`config.mk`:
```
export PLATFORM = sky130hd
export DESIGN_NAME = sa_cache_miss_ctrl
export DESIGN_NICKNAME = d
export VERILOG_FILES = /design/src/rtl/sa_cache_miss_ctrl.sv
export SDC_FILE = /design/constraint.sdc
export NUM_CORES = 1
export LEC_CHECK = 0
export CORE_MARGIN = 3
export CORE_UTILIZATION = 44
export CTS_CLUSTER_SIZE = 25
export DETAILED_ROUTE_END_ITERATION = 10
export PLACE_DENSITY = 0.78
export SLEW_MARGIN = 10
export SYNTH_ARGS = -nofsm -noshare
export SYNTH_HDL_FRONTEND = slang
export SYNTH_SLANG_ARGS = --single-unit
```
`constraint.sdc`:
```
create_clock -name clk -period 5 [get_ports clk]
set_clock_uncertainty 0.15 [all_clocks]
set_input_delay 1 -clock clk [delete_from_list [all_inputs] [get_ports clk]]
set_output_delay 1 -clock clk [all_outputs]
set_load 0.01 [all_outputs]
```
`src/rtl/sa_cache_miss_ctrl.sv`:
```
// Miss sequencer for sa_cache: optional victim writeback, line fetch, fill pulse.
// Define MISS_CTRL_STATS_EN to add saturating miss/writeback counters.
module sa_cache_miss_ctrl #(
   parameter int TAG_W    = 18,
   parameter int INDEX_W  = 8,
   parameter int OFFSET_W = 6,
   parameter int DATA_W   = 32,
   parameter int ADDR_W   = 32
) (
   input  logic              clk,
   input  logic              rst,
   input  logic              i_cache_miss,
   input  logic              i_evict,
   input  logic [ADDR_W-1:0] i_evict_addr,
   input  logic [DATA_W-1:0] i_evict_data,
   input  logic [TAG_W-1:0]  i_miss_tag,
   input  logic [INDEX_W-1:0] i_miss_index,
   output logic              o_stall,
   output logic [DATA_W-1:0] o_fill_data,
   output logic              o_fill_valid,
   output logic              o_mem_req,
   output logic              o_mem_we,
   output logic [ADDR_W-1:0] o_mem_addr,
   output logic [DATA_W-1:0] o_mem_wdata,
   input  logic              i_mem_ready,
   input  logic              i_mem_rvalid,
   input  logic [DATA_W-1:0] i_mem_rdata
`ifdef MISS_CTRL_STATS_EN
   ,
   output logic [31:0]       o_miss_count,
   output logic [31:0]       o_wb_count
`endif
);

   typedef enum logic [2:0] {
      IDLE,
      WB_REQ,
      RD_REQ,
      RD_WAIT,
      FILL,
      RESUME
   } state_t;

   state_t            state_q;
   logic [ADDR_W-1:0] line_addr_q;
   logic [ADDR_W-1:0] evict_addr_q;
   logic [DATA_W-1:0] evict_data_q;
   logic              req_q;
   logic              we_q;
   logic [ADDR_W-1:0] addr_q;
   logic [DATA_W-1:0] wdata_q;
   logic [DATA_W-1:0] fill_data_q;
   logic              fill_valid_q;
   logic [ADDR_W-1:0] miss_line;
   logic              miss_accept;
   logic              wb_accept;

   assign miss_line   = {i_miss_tag, i_miss_index, {OFFSET_W{1'b0}}};
   assign miss_accept = (state_q == IDLE) && i_cache_miss;
   assign wb_accept   = (state_q == WB_REQ) && i_mem_ready;

   // Combinational so a hit following a completed miss sees no bubble
   assign o_stall      = (state_q != IDLE) | i_cache_miss;
   assign o_fill_data  = fill_data_q;
   assign o_fill_valid = fill_valid_q;
   assign o_mem_req    = req_q;
   assign o_mem_we     = we_q;
   assign o_mem_addr   = addr_q;
   assign o_mem_wdata  = wdata_q;

   always_ff @(posedge clk or posedge rst) begin
      if (rst) begin
         state_q      <= IDLE;
         line_addr_q  <= '0;
         evict_addr_q <= '0;
         evict_data_q <= '0;
         req_q        <= 1'b0;
         we_q         <= 1'b0;
         addr_q       <= '0;
         wdata_q      <= '0;
         fill_data_q  <= '0;
         fill_valid_q <= 1'b0;
      end else begin
         fill_valid_q <= 1'b0;
         unique case (state_q)
            IDLE: begin
               if (i_cache_miss) begin
                  line_addr_q <= miss_line;
                  req_q       <= 1'b1;
                  if (i_evict) begin
                     evict_addr_q <= i_evict_addr;
                     evict_data_q <= i_evict_data;
                     we_q         <= 1'b1;
                     addr_q       <= i_evict_addr;
                     wdata_q      <= i_evict_data;
                     state_q      <= WB_REQ;
                  end else begin
                     we_q    <= 1'b0;
                     addr_q  <= miss_line;
                     state_q <= RD_REQ;
                  end
               end
            end
            WB_REQ: begin
               // Read command follows back-to-back; req stays high
               if (i_mem_ready) begin
                  we_q    <= 1'b0;
                  addr_q  <= line_addr_q;
                  state_q <= RD_REQ;
               end
            end
            RD_REQ: begin
               if (i_mem_ready) begin
                  req_q   <= 1'b0;
                  state_q <= RD_WAIT;
               end
            end
            RD_WAIT: begin
               if (i_mem_rvalid) begin
                  fill_data_q  <= i_mem_rdata;
                  fill_valid_q <= 1'b1;
                  state_q      <= FILL;
               end
            end
            FILL: begin
               state_q <= RESUME;
            end
            RESUME: begin
               state_q <= IDLE;
            end
            default: begin
               state_q <= IDLE;
            end
         endcase
      end
   end

`ifdef MISS_CTRL_STATS_EN
   logic [31:0] miss_cnt_q;
   logic [31:0] wb_cnt_q;

   always_ff @(posedge clk or posedge rst) begin
      if (rst) begin
         miss_cnt_q <= '0;
         wb_cnt_q   <= '0;
      end else begin
         if (miss_accept && (miss_cnt_q != 32'hFFFF_FFFF))
            miss_cnt_q <= miss_cnt_q + 32'd1;
         if (wb_accept && (wb_cnt_q != 32'hFFFF_FFFF))
            wb_cnt_q <= wb_cnt_q + 32'd1;
      end
   end

   assign o_miss_count = miss_cnt_q;
   assign o_wb_count   = wb_cnt_q;
`else
   logic unused_acc;
   assign unused_acc = miss_accept ^ wb_accept ^ (|evict_addr_q) ^ (|evict_data_q);
`endif

endmodule

```
==> results.ini, run 1 <==
[outcome]
status=finished, final reports clean

[synthesis]
seq_area_frac_synth_pct=56.39
ys_seq_elements=128
synth_warnings=0
synthCells=354
netlist_area_mm2=0.005680
synth_area_per_cell_um2=16.05
synth_cell_type_count=30
synth_fp_nets=482

[floorplanning]
core_mm2=0.01231
dieArea_mm2=0.01431
io_pins=228
die_width_um=119.6
fp-row-count=40
initial_core_util_pct=46.14
fp.dieH_um=119.6

[cts]
cts_resized=0
cts_max_level=4
cts_buffer_depth=2
path_clk_slew_ns=0.05
hold_buffers=0
postCtsSetupBuffers=0
cts_num_sinks=128
cts_root_buf=clkbuf_16
clk_latency_ns=0.41
cts_tree=built
cts_buffers=17

[worst_setup_path]
start_kind=input port
crit_type=input port to output port
regToRegEndpoint=o_mem_wdata[26]$_DFFE_PP0P_
crit_end=o_stall
worstSetupStartpoint=i_cache_miss
critPathArrivalTime_ns=2.47
worst-endpoint-required_ns=3.85
worstPathMaxFanout=5
critPathCaptureType=output port
ff2ff_path_depth=4
r2r_setup_slack_ns=2.19
rr_startpoint=state_q[1]$_DFFE_PP0P_

[flow_run]
drv_cap=0

[global_route]
grt-ovfl-total=0
first_global_vias=4201
track_usage_pct=20.05
grt_max_degree=68
grt_first_pass_wirelength_um=22220
antenna_found_initial=0

[cells_and_area]
nNetsFinal=713
layout.cells.non_filler=765
layout_common_cells=clkdlybuf4s50_1 (227), dfrtp_1 (128), mux2_2 (125)
final_common_cell=clkdlybuf4s50_1
area_delta_synth_final_pct=52.22
antenna_cells=0
drive_gt1_share_pct=34.34

[route]
drc=0
vias_per_cell=4.944
drt_iter0_markers=199
drt_pass1_iterations=4
detail-route-antenna-nets=0
wl_um=14070
vias=3782
wl_per_cell_um=18.39

[placement]
routabilityCongestion=0.7215
io_buffers=227
dp_cells=734
hpwl_um=10040

[timing]
relSlewSlack_pct=37.57
post-route-min-period_ns=3.623
setup_viol_count_final=0
final.period_utilization_pct=72.46
worst_pin_slew_ns=0.9365
finalMaxSlewViolations=0
grt_setup_unrepaired=false
tns_ns=0
final-hold-violation-count=0
max_clock_freq_mhz=276.0

[hold_path]
hold_class=flip-flop to flip-flop

[power_and_ir_drop]
p_per_area_mw_per_mm2=628.4
leakagePower_nw=3.691
seqPwrFrac_pct=34.7
clkPwrFrac_pct=22.3
switching_share_pct=28.87
p_comb_share_pct=43.0
power.net_switching_mw=1.569
irDropWorstVdd_mv=0.3280
p_int_mw=3.865

==> how the worst min path moves through the flow <==
stage                                        to                         from  depth (start not counted)  slack, ns
finish               o_mem_wdata[1]$_DFFE_PP0P_   o_mem_wdata[1]$_DFFE_PP0P_                          1       0.34
global route          o_mem_addr[5]$_DFFE_PP0P_    o_mem_addr[5]$_DFFE_PP0P_                          1       0.37
CTS                  o_mem_wdata[1]$_DFFE_PP0P_   o_mem_wdata[1]$_DFFE_PP0P_                          1       0.34
detailed placement   o_mem_wdata[0]$_DFFE_PP0P_   o_mem_wdata[0]$_DFFE_PP0P_                          1       0.33
global placement           o_mem_we$_DFFE_PP0P_         o_mem_we$_DFFE_PP0P_                          1       0.31
floorplan           line_addr_q[25]$_DFFE_PP0P_  line_addr_q[25]$_DFFE_PP0P_                          1       0.33
==> power groups by stage <==
stage          Sequential (mW)  Combinational, mW  Clock (mW)
2_1_floorplan             2.01               1.13           0
3_3_place_gp              1.87               2.30           0
3_5_place_dp              1.90               2.36           0
4_1_cts                   1.89               2.37        1.24
5_1_grt                   1.95               2.49        1.28
6_report                  1.88               2.34        1.21
==> through the flow <==
step | utilization (%) | total power, mW | worst slack (ns) | cell area [um^2] | hold WS, ns
global placement | 65.48 | 4.169 | 1.301 | 8061 | 0.3126
CTS | 70.23 | 5.504 | 1.388 | 8647 | 0.3432
floorplan | - | 3.139 | 0.4374 | 5680 | 0.3267
global route | 70.23 | 5.721 | 1.303 | 8647 | 0.3665
detailed placement | 65.48 | 4.252 | 1.235 | 8061 | 0.3260
finish | 70.23 | 5.434 | 1.377 | 8647 | 0.3368
==> final cells by class <==
class / instances / area, um^2
multi-input cells: 199 / 2293
flip-flops and latches: 128 / 3203
clock inverters: 12 / 142.6
repair buffers: 233 / 2330
well taps: 168 / 210.2
clock buffers: 19 / 442.9
fillers: 882 / 3665
inverters: 6 / 25.02
==> cells in the mapped netlist, drive strengths merged <==
library cell / count / area share [%]
o21a: 1 / 0.13
nand2: 1 / 0.066
clkbuf: 4 / 0.26
or4: 1 / 0.13
and2b: 1 / 0.13
o21ai: 2 / 0.18
a222oi: 1 / 0.18
nand2b: 2 / 0.22
mux2: 168 / 36
nand3: 1 / 0.088
o32ai: 1 / 0.15
a211o: 1 / 0.15
a21o: 1 / 0.13
a22o: 6 / 0.93
a21oi: 2 / 0.18
dfrtp: 128 / 56
o31ai: 2 / 0.26
or3b: 1 / 0.15
a211oi: 1 / 0.35
and2: 1 / 0.11
buf: 17 / 2.6
a31oi: 2 / 0.22
inv: 6 / 0.40
nor2b: 2 / 0.22
nor4b: 1 / 0.42
==> routing by layer <==
metal / up-vias / share of wire, % / global-route usage, % / wire length, um
li1: 1740 / - / - / -
met2: 146 / 53 / 34.64 / 7405
met4: 0 / 1.3 / 7.373 / 180
met1: 1884 / 39 / 22.65 / 5420
met3: 12 / 7.5 / 7.540 / 1062
met5: - / 0 / 0 / 0
==> sequential cells by signal (all words and copies together) (netlist names) <==
signal        count
o_mem_addr       32
o_fill_data      32
state_q           3
o_mem_we          1
o_mem_wdata      32
line_addr_q      26
o_fill_valid      1
o_mem_req         1
==> kinds of logic after synthesis <==
kind of cell | synth area share [%]
AND/OR/NAND/NOR | 1.542
buffers and inverters | 3.260
AO/OA/AOI/OAI | 2.864
flip-flops | 56.39
multiplexers | 35.95
==> critical path: stages <==
cell             delay (ns)
clkdlybuf4s50_1        0.51
or4_1                  0.45
clkdlybuf4s50_1        0.51
No activity file was read; power rests on OpenSTA's default activity.
==> inputs of run 2 (changes only) <==
CORE_UTILIZATION = 39   (was 44)
PLACE_DENSITY = 0.73   (was 0.78)
clock period = 3.3 ns   (was 5 ns; I/O delays follow)
==> run 2 against run 1 <==
  * Wire length fell by 2.6%
  * Utilization fell by 7.9 points
  * Setup slack got worse by 1.0 ns
  * Power rose by 54%
  * Cell area rose by 1.2%
  * Die area rose by 12%
  * Non-clock buffer count rose by 3
  * Clock power rose by 62%
  * Cell count rose by 2.1%
  * Clock-buffer cell count fell by 1
  * Largest power group unchanged
==> results.ini, run 2 (synthesis gave the netlist of run 1 again) <==
[route]
wl_per_cell_um=17.55
drt_pass1_iterations=4
detail-route-antenna-nets=0
drc=0
wl_um=13700
vias_per_cell=4.864
drt_iter0_markers=102
vias=3799

[cells_and_area]
area_delta_synth_final_pct=54.10
layout.cells.non_filler=781
layout_common_cells=clkdlybuf4s50_1 (227), dfrtp_1 (128), mux2_2 (125)
fin_area_mm2=0.008753
drive_gt1_share_pct=35.11
final_common_cell=clkdlybuf4s50_1
antenna_cells=0
nNetsFinal=716

[floorplanning]
die_width_um=126.7
initial_core_util_pct=40.45
core_mm2=0.01404
dieArea_mm2=0.01605
fp.dieH_um=126.7
fp-row-count=43
io_pins=228

[cts]
cts_resized=0
cts_buffer_depth=2
cts_root_buf=clkbuf_16
cts_max_level=4
cts_tree=built
cts_buffers=17
postCtsSetupBuffers=0
hold_buffers=0
path_clk_slew_ns=0.05
cts_num_sinks=128
clk_latency_ns=0.41

[worst_setup_path]
start_kind=input port
worstPathMaxFanout=5
critPathArrivalTime_ns=2.13
critPathCaptureType=output port
r2r_setup_slack_ns=0.83
crit_type=input port to output port
worst-endpoint-required_ns=2.49

[timing]
grt_setup_unrepaired=false
worst_pin_slew_ns=0.9886
setup_viol_count_final=0
max_clock_freq_mhz=340.0
final.period_utilization_pct=89.12
post-route-min-period_ns=2.941
final-hold-violation-count=0
finalMaxSlewViolations=0
relSlewSlack_pct=34.09
tns_ns=0

[global_route]
track_usage_pct=17.11
grt_first_pass_wirelength_um=21490
first_global_vias=4186
grt-ovfl-total=0
grt_max_degree=70
antenna_found_initial=0

[power_and_ir_drop]
irDropWorstVdd_mv=0.5015
leakagePower_nw=3.726
p_per_area_mw_per_mm2=955.5

[outcome]
status=finished, final reports clean

[hold_path]
hold_class=flip-flop to flip-flop

[placement]
hpwl_um=9693
io_buffers=227
dp_cells=749
routabilityCongestion=0.7789
postPlaceCellArea_mm2=0.008125

[flow_run]
drv_cap=0

==> run 2: cell count changes in the layout (fill, tap and decap cells not counted), sizes merged <==
cell and change:
bufinv +1, buf +3, clkinvlp +1, clkbuf -1
==> run 2: layout make-up <==
| type | count | area [um^2] |
|---|---|---|
| inverter | 6 | 26.28 |
| clock buffer | 18 | 439.2 |
| sequential | 128 | 3203 |
| fill | 1091 | 5289 |
| tap | 180 | 225.2 |
| clock inverter | 14 | 188.9 |
| timing repair buffer | 236 | 2377 |
| multi-input combinational | 199 | 2293 |
==> run 2: final timing paths <==
path / startpoint / depth (start not counted) / end
setup / recovery: i_cache_miss / 3 / o_stall
hold / removal: o_mem_wdata[1]$_DFFE_PP0P_ / 1 / o_mem_wdata[1]$_DFFE_PP0P_
setup reg to reg: state_q[1]$_DFFE_PP0P_ / 3 / o_mem_addr[28]$_DFFE_PP0P_
hold reg to reg: o_mem_wdata[1]$_DFFE_PP0P_ / 1 / o_mem_wdata[1]$_DFFE_PP0P_
max in group asynchronous: rst / 3 / o_fill_data[6]$_DFFE_PP0P_
min in group asynchronous: rst / 3 / o_fill_data[28]$_DFFE_PP0P_
==> run 2: metrics by stage <==
stage | power (mW) | setup WS (ns) | hold slack, ns | utilization, %
2_1_floorplan | 4.756 | 0.9088 | 0.3267 | -
3_3_place_gp | 6.362 | 0.4199 | 0.3159 | 57.86
5_1_grt | 8.813 | 0.3586 | 0.3609 | 62.34
3_5_place_dp | 6.459 | 0.3952 | 0.3217 | 57.86
4_1_cts | 8.479 | 0.3671 | 0.3463 | 62.34
6_report | 8.364 | 0.3589 | 0.3375 | 62.34
==> run 2: critical path: stages <==
cell	delay [ns]
clkdlybuf4s50_1	0.50
or4_1	0.46
clkdlybuf4s50_1	0.51
==> run 2: power by group <==
group          internal, mW  switching [mW]  leakage [nW]
sequential             2.37           0.469          1.54
clock                  1.28           0.680         0.302
combinational          2.32            1.24          1.89
total                  5.97            2.39          3.73
==> run 2: layer usage <==
metal  GRT usage (%)  wire length, um
met5               0                0
met4           7.382              339
met3           5.768              964
met2           28.33             6849
met1           20.36             5549
==> inputs of run 3 (changes only) <==
CORE_UTILIZATION = 44   (was 39)
PLACE_DENSITY = 0.78   (was 0.73)
clock period = 2.89 ns   (was 3.3 ns; I/O delays follow)
==> run 3 against run 2 <==
  * Sequential share of layout area about the same
  * Cell count decreased by 1.2%
  * Worst hold slack got worse by 0.0071 ns
  * First-iteration DRC count increased by 74%
  * Global-route usage increased by 3.2 points
  * Die area decreased by 11%
  * Wire length increased by 2.3%
  * Sequential cell count unchanged
  * Cell area about the same
  * Critical path type is now flip-flop to output port
  * Largest power group unchanged
==> results.ini, run 3 (synthesis gave the netlist of run 1 again) <==
[cts]
cts_resized=0
cts_num_sinks=128
clk_latency_ns=0.41
cts_root_buf=clkbuf_16
cts_buffers=17
postCtsSetupBuffers=0
cts_tree=built
cts_buffer_depth=2
path_clk_slew_ns=0.05
hold_buffers=0
cts_max_level=4

[power_and_ir_drop]
irDropWorstVdd_mv=0.6871
p_per_area_mw_per_mm2=1078
power_mw=9.431
leakagePower_nw=3.743

[route]
detail-route-antenna-nets=0
vias_per_cell=4.987
wl_per_cell_um=18.15
drt_pass1_iterations=6
drc=0
wl_um=14010
drt_iter0_markers=177
vias=3850

[placement]
dp_cells=740
dp_worst_setup_slack_ns=0.2273
postPlaceCellArea_mm2=0.008158
hpwl_um=10080
routabilityCongestion=0.7772
io_buffers=227

[floorplanning]
core_mm2=0.01231
die_width_um=119.6
initial_core_util_pct=46.14
fp-row-count=40
fp.dieH_um=119.6
dieArea_mm2=0.01431
io_pins=228

[global_route]
first_global_vias=4316
antenna_found_initial=0
grt-ovfl-total=0
grt_max_degree=50
track_usage_pct=20.27
grt_first_pass_wirelength_um=22660

[timing]
final-hold-violation-count=0
fin_ws_ns=0.1748
tns_ns=0
setup_viol_count_final=0
worst_pin_slew_ns=0.5220
finalMaxSlewViolations=0
relSlewSlack_pct=65.13
final.period_utilization_pct=93.95
grt_setup_unrepaired=false
post-route-min-period_ns=2.715
hold_ws_ns=0.3304
max_clock_freq_mhz=368.3

[worst_setup_path]
worstPathMaxFanout=12
crit_type=flip-flop to output port
critPathArrivalTime_ns=1.99
critPathCaptureType=output port
ff2ff_path_depth=4
worst-endpoint-required_ns=2.16
regToRegEndpoint=o_mem_addr[10]$_DFFE_PP0P_
start_kind=flip-flop
worstSetupStartpoint=state_q[0]$_DFFE_PP0P_
r2r_setup_slack_ns=0.77
rr_startpoint=state_q[0]$_DFFE_PP0P_
crit_end=o_stall

[cells_and_area]
layout.cells.non_filler=772
final_common_cell=clkdlybuf4s50_1
antenna_cells=0
drive_gt1_share_pct=34.77
num-fill-cells=863
layout_common_cells=clkdlybuf4s50_1 (227), dfrtp_1 (128), mux2_2 (125)
area_delta_synth_final_pct=54.03
post-route-util_pct=71.07
nNetsFinal=719
fin_area_mm2=0.008750

[flow_run]
drv_cap=0

[outcome]
status=finished, final reports clean

[hold_path]
hold_class=flip-flop to flip-flop

## run 3: area by class of cell
type                    count  area (um^2)  area share, %
inverters                   6        26.28         0.3003
repair buffers            239         2425          27.71
flip-flops and latches    128         3203          36.61
clock inverters             4        45.04         0.5148
multi-input cells         199         2293          26.21
well taps                 168        210.2          2.402
clock buffers              28        546.8          6.249
## run 3: critical path, cell delays in order, from the launching register on
cell and delay (ns):
dfrtp_1 0.51, or4_1 0.56, clkdlybuf4s50_1 0.50
## run 3: report_power, final
| part | switching [mW] | internal, mW |
|---|---|---|
| clock network | 0.722 | 1.36 |
| registers | 0.505 | 2.71 |
| logic | 1.47 | 2.66 |
| total | 2.70 | 6.73 |
## run 3: routing by layer
layer  GRT usage [%]  up-vias  wire length (um)
li1                -     1757                 -
met1           23.00     1932              5357
met2           34.32      140              7244
met3           7.823       21              1130
met4           8.304        0               281
met5               0        -                 0
## run 3: how the worst min path moves through the flow
stage                                      startpoint                     endpoint  slack [ns]  depth (start not counted)
after floorplan           line_addr_q[25]$_DFFE_PP0P_  line_addr_q[25]$_DFFE_PP0P_        0.33                          1
after global placement           o_mem_we$_DFFE_PP0P_         o_mem_we$_DFFE_PP0P_        0.31                          1
after detailed placement         o_mem_we$_DFFE_PP0P_         o_mem_we$_DFFE_PP0P_        0.32                          1
after CTS                        o_mem_we$_DFFE_PP0P_         o_mem_we$_DFFE_PP0P_        0.33                          1
after global routing             o_mem_we$_DFFE_PP0P_         o_mem_we$_DFFE_PP0P_        0.36                          1
final                            o_mem_we$_DFFE_PP0P_         o_mem_we$_DFFE_PP0P_        0.33                          1
